--- src/rtl/pwm_multichannel_if.sv ---
// Register-write bus for the PWM engine: a one-cycle write strobe with an
// address and a data byte.
interface pwm_multichannel_if;
  logic       wr_en;
  logic [6:0] wr_addr;
  logic [7:0] wr_data;

  modport master (output wr_en, wr_addr, wr_data);
  modport slave  (input  wr_en, wr_addr, wr_data);
endinterface

--- src/rtl/pwm_multichannel.sv ---
// N-channel PWM engine with an internal register file.
// Each channel has a shadow duty register that is copied into the active duty
// register only at a period boundary, so the outputs never glitch mid-period.
// A shared prescaler and counter support edge-aligned and center-aligned modes.
module pwm_multichannel #(
  parameter int NUM_CH  = 16,
  parameter int CNT_W   = 8,
  parameter int PRESC_W = 8
) (
  input  logic               clk,
  input  logic               rst_n,
  pwm_multichannel_if.slave  bus,
  input  logic [NUM_CH-1:0]  out_en,
  input  logic [NUM_CH-1:0]  pwm_en,
  output logic [NUM_CH-1:0]  out,
  output logic               period_tick
);

  localparam logic [CNT_W-1:0] TOP        = {CNT_W{1'b1}};
  localparam logic [6:0]       ADDR_PRESC = 7'h7E;
  localparam logic [6:0]       ADDR_CTRL  = 7'h7F;

  typedef enum logic {DIR_UP, DIR_DOWN} dir_e;

  logic [CNT_W-1:0]   duty_shadow_q [NUM_CH];
  logic [CNT_W-1:0]   duty_shadow_d [NUM_CH];
  logic [CNT_W-1:0]   duty_active_q [NUM_CH];
  logic [CNT_W-1:0]   duty_active_d [NUM_CH];
  logic [PRESC_W-1:0] presc_q, presc_d;
  logic [PRESC_W-1:0] presc_cnt_q, presc_cnt_d;
  logic [1:0]         ctrl_q, ctrl_d;        // bit0 center_mode, bit1 run
  logic [CNT_W-1:0]   cnt_q, cnt_d;
  dir_e               dir_q, dir_d;
  logic [NUM_CH-1:0]  out_q, out_d;
  logic               period_tick_q, period_tick_d;

  logic               run, center, wr_presc, wr_ctrl, tick;
  logic [CNT_W-1:0]   cnt_step;
  dir_e               dir_step;
  logic [NUM_CH-1:0]  raw;

  assign run      = ctrl_q[1];
  assign center   = ctrl_q[0];
  assign wr_presc = bus.wr_en && (bus.wr_addr == ADDR_PRESC);
  assign wr_ctrl  = bus.wr_en && (bus.wr_addr == ADDR_CTRL);
  assign tick     = run && (presc_cnt_q == presc_q);

  // Counter value and direction that the next tick would produce.
  always_comb begin
    cnt_step = cnt_q + 1'b1;   // edge mode wraps TOP -> 0 naturally
    dir_step = DIR_UP;
    if (center) begin
      if (dir_q == DIR_UP) begin
        if (cnt_q == TOP) begin
          cnt_step = TOP - 1'b1;
          dir_step = DIR_DOWN;
        end
      end else begin
        cnt_step = cnt_q - 1'b1;
        dir_step = DIR_DOWN;
      end
      if (cnt_step == '0) dir_step = DIR_UP;
    end
  end

  // Register file, prescaler, counter and duty-update control.
  always_comb begin
    duty_shadow_d = duty_shadow_q;
    duty_active_d = duty_active_q;
    presc_d       = presc_q;
    presc_cnt_d   = presc_cnt_q;
    ctrl_d        = ctrl_q;
    cnt_d         = cnt_q;
    dir_d         = dir_q;
    period_tick_d = 1'b0;

    if (run) begin
      presc_cnt_d = tick ? '0 : presc_cnt_q + 1'b1;
      if (tick) begin
        cnt_d = cnt_step;
        dir_d = dir_step;
        if (cnt_step == '0) begin
          // Period boundary: load the pre-write shadow values.
          duty_active_d = duty_shadow_q;
          period_tick_d = 1'b1;
        end
      end
    end else begin
      presc_cnt_d   = '0;
      cnt_d         = '0;
      dir_d         = DIR_UP;
      duty_active_d = duty_shadow_q;
    end

    if (wr_presc) begin
      presc_d = bus.wr_data[PRESC_W-1:0];
      // Compare with the advanced count so a shrinking prescale never
      // leaves the count beyond the new terminal value.
      if (bus.wr_data[PRESC_W-1:0] < presc_cnt_d) presc_cnt_d = '0;
    end

    if (wr_ctrl) begin
      ctrl_d        = bus.wr_data[1:0];
      presc_cnt_d   = '0;
      cnt_d         = '0;
      dir_d         = DIR_UP;
      duty_active_d = duty_shadow_q;
      period_tick_d = 1'b0;
    end

    for (int i = 0; i < NUM_CH; i++) begin
      if (bus.wr_en && (bus.wr_addr == 7'(i))) duty_shadow_d[i] = bus.wr_data[CNT_W-1:0];
    end
  end

  // Per-channel compare and output gating.
  for (genvar gi = 0; gi < NUM_CH; gi++) begin : g_ch
    assign raw[gi]   = run && ((duty_active_q[gi] == TOP) || (cnt_q < duty_active_q[gi]));
    assign out_d[gi] = out_en[gi] & (pwm_en[gi] ? raw[gi] : 1'b1);
  end

  // State registers with asynchronous active-low reset.
  always_ff @(posedge clk or negedge rst_n) begin
    if (!rst_n) begin
      for (int i = 0; i < NUM_CH; i++) begin
        duty_shadow_q[i] <= '0;
        duty_active_q[i] <= '0;
      end
      presc_q       <= '0;
      presc_cnt_q   <= '0;
      ctrl_q        <= 2'b10;
      cnt_q         <= '0;
      dir_q         <= DIR_UP;
      out_q         <= '0;
      period_tick_q <= 1'b0;
    end else begin
      duty_shadow_q <= duty_shadow_d;
      duty_active_q <= duty_active_d;
      presc_q       <= presc_d;
      presc_cnt_q   <= presc_cnt_d;
      ctrl_q        <= ctrl_d;
      cnt_q         <= cnt_d;
      dir_q         <= dir_d;
      out_q         <= out_d;
      period_tick_q <= period_tick_d;
    end
  end

  assign out         = out_q;
  assign period_tick = period_tick_q;

endmodule

--- src/flat_wrapper.sv ---
// flat-port wrapper written by rule: the top's interface ports become plain ports
module pwm_multichannel_flat 
#(
  parameter int NUM_CH  = 16,
  parameter int CNT_W   = 8,
  parameter int PRESC_W = 8
)
  (clk, rst_n, out_en, pwm_en, out, period_tick, bus_wr_en, bus_wr_addr, bus_wr_data);
  pwm_multichannel_if bus_i ();
  input  logic clk;
  input  logic rst_n;
  input  logic [NUM_CH-1:0] out_en;
  input  logic [NUM_CH-1:0] pwm_en;
  output logic [NUM_CH-1:0] out;
  output logic period_tick;
  input wire logic [$bits(bus_i.wr_en)-1:0] bus_wr_en;
  input wire logic [$bits(bus_i.wr_addr)-1:0] bus_wr_addr;
  input wire logic [$bits(bus_i.wr_data)-1:0] bus_wr_data;
  assign bus_i.wr_en = bus_wr_en;
  assign bus_i.wr_addr = bus_wr_addr;
  assign bus_i.wr_data = bus_wr_data;
  pwm_multichannel #(.NUM_CH(NUM_CH), .CNT_W(CNT_W), .PRESC_W(PRESC_W)) u_core (.clk(clk), .rst_n(rst_n), .bus(bus_i), .out_en(out_en), .pwm_en(pwm_en), .out(out), .period_tick(period_tick));
endmodule
--- config.mk ---
export PLATFORM = sky130hd
export DESIGN_NAME = pwm_multichannel_flat
export DESIGN_NICKNAME = d
export VERILOG_FILES = /design/src/rtl/pwm_multichannel_if.sv /design/src/rtl/pwm_multichannel.sv /design/src/flat_wrapper.sv
export SDC_FILE = /design/constraint.sdc
export NUM_CORES = 1
export LEC_CHECK = 0
export CAP_MARGIN = 20
export CORE_MARGIN = 5
export CORE_UTILIZATION = 55
export DETAILED_ROUTE_END_ITERATION = 6
export GPL_ROUTABILITY_DRIVEN = 0
export HOLD_SLACK_MARGIN = 0.15
export PLACE_DENSITY = 0.76
export SYNTH_ARGS = -nofsm -noshare
export SYNTH_HDL_FRONTEND = slang
export SYNTH_SLANG_ARGS = --single-unit
--- constraint.sdc ---
create_clock -name clk -period 2.9 [get_ports clk]
set_input_delay 0.58 -clock clk [delete_from_list [all_inputs] [get_ports clk]]
set_output_delay 0.58 -clock clk [all_outputs]
set_load 0.005 [all_outputs]
Yosys cells after proc, flatten, opt, wreduce, memory -nomap -nowiden
Cells that the tools add are included.
Word-level totals
  output and inout port bits: 17
  bits in latches: 0
  input port bits: 50
  RAM bits: 0
  memory bits (read-only): 0
  bits in registers: 300
  memories kept: 0
Operators by class
  $mul: 0
  eq/ne operators: 37
  order comparisons: 17
  shifts and indexed selects: 0
  divide/modulo/power cells: 0
  reduce and logical (&&, ||, !) cells: 55
  bitwise operators: 16
  add/subtract/negate cells: 3
  muxes and demuxes: 43
Operators by type and width (count)
  2-to-1 mux 128 bit: 4
  equality test 8 bit (second input constant): 17
  < comparator 8 bit: 17
  2-to-1 mux 8 bit: 12
  equality test 7 x 4 -> 1 bit (second input constant): 8
  logical AND 1 bit: 35
  equality test 7 x 3 -> 1 bit (second input constant): 4
  2-to-1 mux 1 bit: 27
  adder 8 x 1 -> 8 bit (second input constant): 2
  bitwise AND 1 bit: 16
  zero test 8 bit: 2
  logical OR 1 bit: 16
  equality test 7 x 2 -> 1 bit (second input constant): 2
  equality test 7 bit (second input constant): 2
  equality test 8 bit: 1
  subtractor 8 x 1 -> 8 bit (second input constant): 1
  equality test 7 x 1 -> 1 bit (second input constant): 1
  zero test 7 bit: 1
  inequality test 3 bit (second input constant): 2
  AND reduction 2 bit: 1

Longest topological paths before layout
  depth after elaboration: 10
  depth in mapped cells: 13
  depth with buffers taken out: 12

Least setup slack after synthesis
Ideal clock, no wire load.
  kind: register to register
  start point: register u_core.cnt_q[1]
  end point: register u_core.duty_active_q[100] (netlist name)
  cell stages (with the launch flop): 13
  slack: 72 ps
  data required time: 2775 ps
  clock period less this slack: 2828 ps
  arrival: 2703 ps
  cell sequence: dfrtp_1 -> buf_2 -> inv_1 -> ha_1 -> nand2b_1 -> nor4_1 -> or3_1 -> a21oi_1 -> nand4_1 -> nor2b_4 -> buf_6 -> buf_8 -> mux2_4
On the way
  longest elaborated chain between the ends: 8
  elaborated cells between the ends (all ways): 10
  those cells by class: add/sub: 2; eq/ne: 2; mux: 4; reduce/logical: 2
RTL lines
  start: declaration: line pwm_multichannel.sv:32  | logic [CNT_W-1:0] cnt_q, cnt_d;
  start signal: assignment: line pwm_multichannel.sv:142  | cnt_q <= cnt_d;
  adder 8 x 1 -> 8 bit / equality test 8 bit (equally long branches): line pwm_multichannel.sv:50, pwm_multichannel.sv:54
  2-to-1 mux 8 bit: line pwm_multichannel.sv:54  | if (cnt_q == TOP) begin
  2-to-1 mux 8 bit: line pwm_multichannel.sv:53  | if (dir_q == DIR_UP) begin
  2-to-1 mux 8 bit: line pwm_multichannel.sv:52  | if (center) begin
  2-to-1 mux 8 bit *: line pwm_multichannel.sv:52
  zero test 8 bit *: line pwm_multichannel.sv:82  | if (cnt_step == '0) begin
  inequality test 3 bit (no line) *
  AND reduction 2 bit (no line) *
  end signal: assignment: line pwm_multichannel.sv:138  | duty_active_q <= duty_active_d;
  end: declaration: line pwm_multichannel.sv:27  | logic [CNT_W-1:0] duty_active_q [NUM_CH];
Every way passes the cells marked *; elsewhere a longest branch is shown, timed or not. The select of a mux whose other input is x is not followed.
A chain may end at the register's enable or synchronous reset.

Worst setup path after layout
  start point: register u_core.cnt_q[1]
  end point: register u_core.duty_active_q[93] (netlist name)
The elaborated chain is that of the path after synthesis.

==> impl_metrics.ini <==
[timing]
finalSetupTns_ps = 0
period_minus_slack_ps = 2810
tightest_slew_ps = 702
finalSetupViolations = 0
fin_crit_sh_pct = 97.1
slew_headroom_pct = 53.0
fmax_mhz = 355
final-hold-violation-count = 0
finalMaxSlewViolations = 0
whs_ps = 492
skew_ps = 10.7

[power]
ir_worst_vdd_mv = 0.419
power_density_mw_per_mm2 = 568
p_leak_nw = 8.85
p_total_mw = 10.5

[setup_path]
start_kind = flop
path_max_fanout = 15
rr_worst_depth = 12
crit_type = flop to flop
arrival_ps = 3240
worst_setup_path_end_kind = flop
worstPathRequired_ps = 3330

[synth]
synthArstFlopShare_pct = 100
ys_warn_count = 0
ys_seq_elements = 300
synth_cell_type_count = 62
ys_seq_area_share_pct = 47.5
synthCells = 1222
synth_enable_flop_cells = 0
syn_avg_cell_area_sq_um = 12.9
netlist_area_sq_mm = 0.0158
synth_flop_cell = dfrtp_1
synthesis.nets = 1394

[floorplan]
initial_core_util_pct = 55.3
io_pins = 67
core_sq_mm = 0.0285
dieArea_sq_mm = 0.0322
dieWidth_um = 179
rows = 62
fp.dieH_um = 179

[global_route]
grt_pass1_wl_mm = 58.8
track_usage_pct = 22.4
grt_max_degree = 78
grt_pass1_vias = 11000
grt_antenna_before_repair = 1
grt_remaining_overflow = 0

[placed_design]
dpl.hpwl_mm = 24.6
numPortBuffers = 66
post_dp_cell_area_sq_mm = 0.0174

[clock_tree]
cts_setup_buffers = 0
cts_tree = built
htreeDepth = 1
clockRootBuffer = clkbuf_16
cts_made_buffers = 31
clk_path_buf_depth = 3
insertion_delay_ps = 550
cts.clk_slew.worst_paths_ps = 60
cts.sinks = 300

[drt]
dr.pass1.iters = 5
vias_per_cell = 5.81
routed_wl_mm = 36.3
vias = 10200
drc = 0
wl_per_cell_um = 20.6
drtIter0Drc = 705
drtAntennaViolNets = 0

[job]
maxCapViolations = 0

[final_layout]
layout-drive-gt1-share_pct = 29.7
n_antenna_cell = 0
final_area_sq_mm = 0.0184
fin_nets = 1528
area_growth_pct = 16.7

[status]
status = finished clean

[hold_path]
hold_class = flop to flop
holdPathStages = 1
per-layer routing:
metal / GRT usage, % / routed length, um / share of wire (%) / up-vias
li1: - / - / - / 4678
met1: 30.4 / 16000 / 44 / 5217
met4: 6.71 / 893 / 2.5 / 0
met5: 0 / 0 / 0 / -
met2: 37.8 / 17700 / 49 / 273
met3: 2.91 / 1660 / 4.6 / 69
synthesized netlist by cell type (5+ instances only):
master     number  area share (%)
xor2_1         11            0.61
mux2_4        120              11
mux2_1          8            0.57
dfrtp_1       299              47
nor3_1          7            0.22
o21ai_0         8            0.25
a21o_1         66             3.1
nor4_1          7            0.28
a21oi_1         5            0.16
o221a_2        16             1.1
nand2b_1       23            0.91
clkbuf_1       21            0.50
nor2_1         20            0.48
a2111oi_0      16            0.89
inv_1         136             3.2
ha_1          122             9.7
o21a_1         19            0.90
mux2_2        137             9.8
nand3_1        13            0.41
buf_2           6            0.19
nor2b_1         9            0.36
o221ai_1       16            0.89
buf_6           7            0.50
buf_8          10            0.95
a22o_1          5            0.28
nand4_1        37             1.5
nand2_1        25            0.59
layout make-up:
type                       count  area (sq um)
clock inverter                11           164
sequential                   300          7510
tap                          384           480
inverter                     136           510
fill                        2159         10100
timing repair buffer         146          1430
multi-input combinational    741          7450
clock buffer                  45           888
cells in the final DEF (no fill, tap or decap), types with 31 or more instances in the layout:
cell             synthesis  final
mux2_2                 137    137
dfrtp_1                299    299
nand4_1                 37     37
ha_1                   122    122
inv_1                  136    136
buf_4                    1     66
a21o_1                  66     66
clkbuf_16                0     31
mux2_4                 120    120
clkdlybuf4s50_1          0     65
kinds of logic (layout without fill, tap and decap cells):
| group | after synthesis | after routing | share of synthesized area, % |
|---|---|---|---|
| simple gates | 161 | 161 | 5.76 |
| mux | 266 | 266 | 21.8 |
| compound gates | 178 | 178 | 9.05 |
| buf+inv | 181 | 338 | 5.42 |
| xor+xnor | 14 | 14 | 0.776 |
| fa+ha+maj | 122 | 122 | 9.66 |
| flops | 300 | 300 | 47.5 |
power by group:
part	total [mW]	internal (mW)	switching, mW
combinational	1.57	0.919	0.654
sequential	4.80	4.54	0.263
clock	4.09	2.47	1.62
total	10.5	7.93	2.54
worst paths after layout:
path	start	end	slack (ps)
worst max-delay path	u_core.cnt_q[1]	u_core.duty_active_q[93]	90
worst min-delay path	u_core.duty_shadow_q[0]	u_core.duty_active_q[0]	490
worst max register to register	u_core.cnt_q[1]	u_core.duty_active_q[93]	90
worst min register to register	u_core.duty_shadow_q[0]	u_core.duty_active_q[0]	490
max in group asynchronous	rst_n	u_core.ctrl_q[1]	1520
min in group asynchronous	rst_n	u_core.presc_cnt_q[0]	600
flip-flops by register name (all words and copies together) (netlist names):
signal and cells:
u_core.cnt_q 8, u_core.ctrl_q 2, u_core.dir_q 1, u_core.duty_active_q 128, u_core.duty_shadow_q 128, u_core.out 16, u_core.period_tick 1, u_core.presc_cnt_q 8
u_core.presc_q 8
stage by stage:
stage / utilization, % / setup slack [ps] / instances
floorplan: - / 72.0 / 1222
global placement: 60.8 / 244 / 1706
detailed placement: 60.8 / 202 / 1706
CTS: 64.5 / 183 / 1763
finish: 64.6 / 85.1 / 1763
global route: 64.6 / -6.96 / 1763
worst max-delay path, cell delays in order, from the launching register on:
cell and delay [ps]:
dfrtp_1 420, buf_4 180, inv_1 80, ha_1 210, and3_1 210, a211oi_1 70
a221oi_1 370, nor2_1 80, nand4_1 130, nor2b_4 220, buf_12 190, buf_12 180
mux2_4 320
what timing repair did:
action / in CTS / in global routing
resized for setup: 0 / 2
endpoints found under the setup margin: 0 / 12
hold buffers: 1 / 0
hold endpoints to repair: 68 / 0
(Power assumes the default switching activity.)
